==> config.mk <==
export PLATFORM = sky130hd
export DESIGN_NAME = uart_rx
export DESIGN_NICKNAME = d
export VERILOG_FILES = /design/src/rtl/afm_pkg.sv /design/src/rtl/sync_2ff.sv /design/src/rtl/uart_rx.sv
export SDC_FILE = /design/constraint.sdc
export NUM_CORES = 1
export LEC_CHECK = 0
export BUFFER_PORTS_ARGS = -buffer_cell sky130_fd_sc_hd__clkbuf_2
export CORE_MARGIN = 10
export CORE_UTILIZATION = 50
export DETAILED_ROUTE_END_ITERATION = 10
export GPL_TIMING_DRIVEN = 0
export PLACE_DENSITY = 0.69
export SETUP_SLACK_MARGIN = 0.1
export SLEW_MARGIN = 20
export SYNTH_ARGS = -nofsm -noshare
export SYNTH_HDL_FRONTEND = slang
export SYNTH_SLANG_ARGS = --single-unit
==> constraint.sdc <==
create_clock -name clk -period 4.1 [get_ports clk]
set_input_delay 0.82 -clock clk [delete_from_list [all_inputs] [get_ports clk]]
set_output_delay 0.82 -clock clk [all_outputs]
set_load 0.02 [all_outputs]
==> src/rtl/afm_pkg.sv <==
// Shared constants and types for the AFM UART blocks.
// The default bit period is derived from the system clock and line rate so
// that every UART instance agrees on it unless a caller overrides it.
package afm_pkg;

  localparam int unsigned CLK_FREQ_HZ       = 12_000_000;
  localparam int unsigned UART_BAUD         = 115_200;
  // 12 MHz / 115200 baud = 104 clocks per serial bit (integer division).
  localparam int unsigned UART_CLKS_PER_BIT = CLK_FREQ_HZ / UART_BAUD;

  // Raw state encodings, kept as plain constants for older code that
  // compares against fixed bit patterns.
  localparam logic [2:0] UART_ST_IDLE  = 3'd0;
  localparam logic [2:0] UART_ST_START = 3'd1;
  localparam logic [2:0] UART_ST_DATA  = 3'd2;
  localparam logic [2:0] UART_ST_STOP  = 3'd3;
  localparam logic [2:0] UART_ST_BREAK = 3'd4;

  typedef enum logic [2:0] {
    S_IDLE  = UART_ST_IDLE,
    S_START = UART_ST_START,
    S_DATA  = UART_ST_DATA,
    S_STOP  = UART_ST_STOP,
    S_BREAK = UART_ST_BREAK
  } uart_rx_state_t;

endpackage

==> src/rtl/sync_2ff.sv <==
// Two-flop synchronizer for a single asynchronous input.
// RESET_VAL sets the value both flops take during reset, so an idle-high
// line never shows a false edge when reset is released.
module sync_2ff #(
  parameter logic RESET_VAL = 1'b1
) (
  input  logic clk,
  input  logic rst,
  input  logic d,
  output logic q
);

  logic meta;

  // Two back-to-back flops; only q is safe to use in clk-domain logic.
  always_ff @(posedge clk) begin
    if (rst) begin
      meta <= RESET_VAL;
      q    <= RESET_VAL;
    end else begin
      meta <= d;
      q    <= meta;
    end
  end

endmodule

==> src/rtl/uart_rx.sv <==
// 8N1 UART receiver with a one-entry output holding register.
//
// Output handshake: data is valid while valid=1; a transfer happens on any
// clock edge where valid=1 and ready=1. While valid=1 and ready=0, data is
// held unchanged. A byte arriving while the holding register is full and not
// being drained in the same cycle is dropped and overrun pulses for one cycle.
// A bad stop bit pulses frame_err for one cycle and the byte is discarded.
//
// The FSM state is the internal signal "state" (type uart_rx_state_t) so
// checkers can bind to it directly.
module uart_rx
  import afm_pkg::*;
#(
  parameter int unsigned CLKS_PER_BIT = UART_CLKS_PER_BIT
) (
  input  logic       clk,
  input  logic       rst,
  input  logic       rx,
  output logic [7:0] data,
  output logic       valid,
  input  logic       ready,
  output logic       frame_err,
  output logic       overrun
);

  localparam int unsigned TW = $clog2(CLKS_PER_BIT);
  // Half a bit period lands the first sample near the centre of the start bit.
  localparam logic [TW-1:0] HALF_LOAD = TW'(CLKS_PER_BIT / 2 - 1);
  localparam logic [TW-1:0] FULL_LOAD = TW'(CLKS_PER_BIT - 1);

  logic           rxs;
  uart_rx_state_t state;
  logic [TW-1:0]  timer;
  logic [2:0]     bit_idx;
  logic [7:0]     shreg;
  logic           timer_done;
  logic           stop_sample;
  logic           deliver;
  logic           bad_stop;

  sync_2ff #(
    .RESET_VAL (1'b1)
  ) u_sync (
    .clk (clk),
    .rst (rst),
    .d   (rx),
    .q   (rxs)
  );

  // Sample-point decode shared by the FSM and the output register.
  always_comb begin
    timer_done  = (timer == '0);
    stop_sample = (state == S_STOP) && timer_done;
    deliver     = stop_sample && rxs;
    bad_stop    = stop_sample && !rxs;
  end

  // Receive FSM: bit timer, bit index and shift register.
  always_ff @(posedge clk) begin
    if (rst) begin
      state   <= S_IDLE;
      timer   <= '0;
      bit_idx <= '0;
      shreg   <= '0;
    end else begin
      case (state)
        S_IDLE: begin
          if (!rxs) begin
            state <= S_START;
            timer <= HALF_LOAD;
          end
        end
        S_START: begin
          if (timer_done) begin
            if (!rxs) begin
              state   <= S_DATA;
              timer   <= FULL_LOAD;
              bit_idx <= '0;
            end else begin
              // Line went back high before mid start bit: a glitch.
              state <= S_IDLE;
            end
          end else begin
            timer <= timer - 1'b1;
          end
        end
        S_DATA: begin
          if (timer_done) begin
            // LSB arrives first, so shift in from the MSB side.
            shreg   <= {rxs, shreg[7:1]};
            timer   <= FULL_LOAD;
            bit_idx <= bit_idx + 1'b1;
            if (bit_idx == 3'd7) begin
              state <= S_STOP;
            end
          end else begin
            timer <= timer - 1'b1;
          end
        end
        S_STOP: begin
          if (timer_done) begin
            state <= rxs ? S_IDLE : S_BREAK;
          end else begin
            timer <= timer - 1'b1;
          end
        end
        S_BREAK: begin
          // Wait for the line to return high; a held-low line is not a start.
          if (rxs) begin
            state <= S_IDLE;
          end
        end
        default: begin
          state <= S_IDLE;
        end
      endcase
    end
  end

  // Output holding register with valid/ready handshake and error pulses.
  always_ff @(posedge clk) begin
    if (rst) begin
      data      <= 8'h00;
      valid     <= 1'b0;
      frame_err <= 1'b0;
      overrun   <= 1'b0;
    end else begin
      frame_err <= bad_stop;
      overrun   <= 1'b0;
      if (deliver) begin
        if (!valid || ready) begin
          data  <= shreg;
          valid <= 1'b1;
        end else begin
          overrun <= 1'b1;
        end
      end else if (valid && ready) begin
        valid <= 1'b0;
      end
    end
  end

endmodule

==> reports/qor_table.md <==
| Group | Item | This run |
|:---|:---|:---|
| status | Result of the run | complete, no violations |
| worst hold path | Hold Crit Start | u_sync.meta |
| cells and area | Number of diodes | 0 |
| critical path | R2R setup slack | 2210 ps |
| cells and area | Number of filler instances in the final layout | 291 |
| critical path | Required @ worst endpoint | 4360 ps |
| timing | Min setup slack post-route | 2213 ps |
| timing | Clock skew | 7.298 ps |
| yosys | Post-synthesis xor/xnor area fraction | 0% |
| critical path | Reg-to-reg endpoint | timer[3] |
| cells and area | Share of cells above drive strength 1 | 17.95% |
| yosys | Synth Instances | 173 |
| yosys | Sequential element share of the synthesized area | 41.18% |
| routing | Number of search-and-repair iterations in the first detailed-routing pass | 4 |
| timing | RSZ-0062 raised after global routing | false |
| yosys | #FFs+latches synth | 34 |
| clocking | Post-CTS Setup Bufs | 0 |
| routing | Post-detailed-route via-to-cell ratio | 5.598 |
| clocking | Maximum buffer depth of the clock tree | 2 |
| placement | Weighted congestion at the end of routability-driven global placement | 0.8320 |
| routing | Routed wire length | 3.437 mm |
| die | Row count | 20 |
| grt | Remaining global-route overflow | 0 |
| cells and area | Count of placed standard cells in the final layout, fillers left out | 239 |
| routing | Mean routed wirelength per cell | 14.38 um |
| clocking | TritonCTS clock tree | yes |
| critical path | Critical path endpoint category | register |
| clocking | TritonCTS Buffers | 5 |
| grt | Wire length of the first global-routing pass | 5.782 mm |
| yosys | Main flop type after synthesis | sky130_fd_sc_hd__dfxtp_1 |
| yosys | Share of flip-flops with an asynchronous set or reset | 0% |
| critical path | Crit Reg-Reg Startpoint | timer[0] |
| critical path | Arr. time, crit path | 2150 ps |
| critical path | Critical Path Start | timer[0] |
| routing | Iteration-0 DRC count of the detailed router | 71 |
| clocking | Clock transition at the registers of the reported paths | 100 ps |
| placement | IO buf count | 14 |
| die | Core region area | 0.003103 sq mm |
| yosys | Number of library cell types mapped by synthesis | 44 |
| routing | Antenna Nets Post-Route | 0 |
| grt | Vias in the first global route | 1260 |
| run | Number of maximum-capacitance constraint violations | 0 |
| critical path | WS Path Type | reg2reg |
| worst hold path | Worst hold path depth | 1 |
| placement | Placed cell count | 231 |
| grt | Gr usage total | 11.63% |
| placement | Post-DP HPWL | 2.473 mm |
| yosys | Post-synthesis compound-gate area fraction | 14.69% |
| timing | Shortest clock period the worst path allows after layout | 1887 ps |
| timing | Final Hold Viols | 0 |
| timing | Post-route clock period utilization | 46.03% |
| yosys | Adder-cell share of the synthesized area | 3.028% |
| routing | # DRC | 0 |
| yosys | Number of synthesized flops with an enable pin | 0 |
| worst hold path | Worst hold path endpoint | u_sync.q |
| timing | Worst relative slew slack | 51.05% |
| yosys | Basic-gate share of the synthesized area counting and, or, nand and nor cells | 24.75% |
| critical path | Crit-path max FO | 10 |
| yosys | Multiplexer area fraction after synthesis | 10.30% |
| placement | Post-placement setup slack | 1992 ps |
| power and ir drop | Maximum ir drop on the vdd rail | 0.2421 mV |
| yosys | Mapped cell area | 0.001653 sq mm |
| clocking | H-tree depth | 2 |
| timing | Final setup fails | 0 |
| power and ir drop | Power per cell area | 432.4 mW/mm^2 |
| die | Width of the chip | 77.50 um |
| cells and area | Area taken by flip-flops and latches | 680.7 sq um |
| cells and area | Area growth, synth to finish | 12.11% |
| grt | Initial antenna violation count | 0 |
| grt | Pin count of the biggest net entering global routing | 11 |
| clocking | Cell at the root of the clock tree | sky130_fd_sc_hd__clkbuf_4 |
| clocking | Clock network latency to the later pin of the worst-skew pair | 330 ps |
| timing | Hold WS | 428.9 ps |
| power and ir drop | Post-layout total power | 0.8013 mW |
| clocking | CTS resizes | 0 |
| clocking | CTS hold repair buffers | 0 |
| clocking | Clock sink count | 34 |
| critical path | Number of cells traversed by the worst register-to-register path | 7 |
| die | I/O pins | 15 |
| yosys | Dominant combinational cell family by area after synthesis | simple AND/OR/NAND/NOR gates |
| yosys | Syn Nets | 181 |
| cells and area | Multi-input gate area in the final layout | 872.1 sq um |
| routing | Via count | 1338 |
| yosys | Number of warnings printed during yosys synthesis | 0 |
| cells and area | Fin nets | 202 |
| timing | Setup total negative slack | 0 ps |
| timing | Max Fclk | 529.8 MHz |
| timing | Final Slew Violations | 0 |
| die | Area enclosed by the die boundary | 0.006005 sq mm |
| timing | Tightest Pin Transition | 729.8 ps |
| die | Starting density of the core | 53.27% |
| die | Floorplan die height | 77.50 um |
| critical path | Setup crit start kind | register |
| yosys | Average size of a mapped cell | 9.554 sq um |
| worst hold path | Class of the tightest hold or removal check | reg2reg |
| power and ir drop | Static power due to leakage | 0.6753 nW |
[layout make-up]
| class | instances | share of cell area, % |
|---|---|---|
| clock buffer | 7 | 2.431 |
| inverter | 5 | 1.013 |
| tap | 44 | 2.971 |
| timing repair buffer | 14 | 3.781 |
| sequential | 34 | 36.73 |
| clock inverter | 1 | 1.621 |
| buffer | 12 | 4.389 |
| multi-input combinational | 122 | 47.06 |
[where the power goes]
group / leakage, nW / internal, mW / switching [mW] / total [mW]
sequential: 0.275 / 0.347 / 0.0213 / 0.368
combinational: 0.360 / 0.0848 / 0.109 / 0.194
clock: 0.0395 / 0.129 / 0.110 / 0.239
[synthesized netlist by cell type (all sizes together) (2+ instances only)]
library cell / number / area, sq um
a2111oi: 2 / 17.52
a211oi: 5 / 42.54
a21o: 4 / 30.03
a21oi: 5 / 28.78
a22oi: 2 / 15.01
and3: 2 / 12.51
buf: 7 / 62.56
clkbuf: 5 / 18.77
dfxtp: 34 / 680.7
ha: 4 / 50.05
inv: 5 / 18.77
mux2i: 17 / 170.2
nand2: 4 / 15.01
nand2b: 18 / 112.6
nand3b: 3 / 22.52
nand4: 2 / 12.51
nor2: 15 / 56.30
nor2b: 4 / 25.02
nor3: 6 / 30.03
nor3b: 2 / 15.01
nor4: 3 / 18.77
o211ai: 2 / 15.01
o21ai: 2 / 10.01
o22ai: 2 / 12.51
or2: 4 / 25.03
[flip-flops by register name, summed over array words and instances (netlist names)]
register     cells
frame_err        1
valid            1
shreg            8
overrun          1
u_sync.meta      1
state            3
u_sync.q         1
data             8
bit_idx          3
timer            7
[layout by cell type (no fill, tap or decap), drive strengths merged, types with 2 or more instances in the layout]
master | Yosys | layout
and3 | 2 | 2
o22ai | 2 | 2
dfxtp | 34 | 34
a22oi | 2 | 2
nor3b | 2 | 2
clkbuf | 5 | 26
nand3b | 3 | 3
ha | 4 | 4
nor4 | 3 | 3
inv | 5 | 5
o21ai | 2 | 2
nor2 | 15 | 15
buf | 7 | 7
nor2b | 4 | 4
a21oi | 5 | 5
nand4 | 2 | 2
o211ai | 2 | 2
nor3 | 6 | 6
nand2 | 4 | 4
a2111oi | 2 | 2
nand2b | 18 | 18
a211oi | 5 | 5
mux2i | 17 | 17
or2 | 4 | 4
a21o | 4 | 4
[stage by stage]
| step | instance area, sq um | utilization, % |
|---|---|---|
| floorplan | 1653 | - |
| global placement | 1778 | 57.30 |
| detailed placement | 1778 | 57.30 |
| CTS | 1853 | 59.72 |
| global route | 1853 | 59.72 |
| finish | 1853 | 59.72 |
[cell families (layout without fill, tap and decap cells)]
logic type,count (synthesis),after routing
AOI/OAI and AO/OA,32,32
DFF,34,34
and+or+nand+nor,69,69
adders and majority gates,4,4
muxes,17,17
buffers and inverters,17,39
[worst max-delay path, stage by stage, from the launching register on]
cell                       delay [ps]
sky130_fd_sc_hd__dfxtp_1          410
sky130_fd_sc_hd__inv_1            100
sky130_fd_sc_hd__ha_1             200
sky130_fd_sc_hd__nor4b_4          140
sky130_fd_sc_hd__buf_6            150
sky130_fd_sc_hd__a211oi_2         410
sky130_fd_sc_hd__nand4_1          200
sky130_fd_sc_hd__a31oi_1          210
[layer usage]
layer,up-vias,global-route usage [%],part of all wire [%]
met5,-,0,0
met4,0,4.745,1.2
met3,5,4.839,6.6
met2,32,16.97,43
met1,638,14.73,49
li1,663,-,-
[worst max-delay path by stage]
| stage | depth (start not counted) | slack, ps | end |
|---|---|---|---|
| 2_1_floorplan | 8 | 2450 | shreg[1] |
| 3_3_place_gp | 4 | 2030 | overrun |
| 3_5_place_dp | 4 | 1990 | overrun |
| 4_1_cts | 8 | 2220 | shreg[1] |
| 5_1_grt | 7 | 2050 | data[0] |
| 6_report | 7 | 2210 | timer[3] |
No activity file was read; power rests on OpenSTA's default activity.
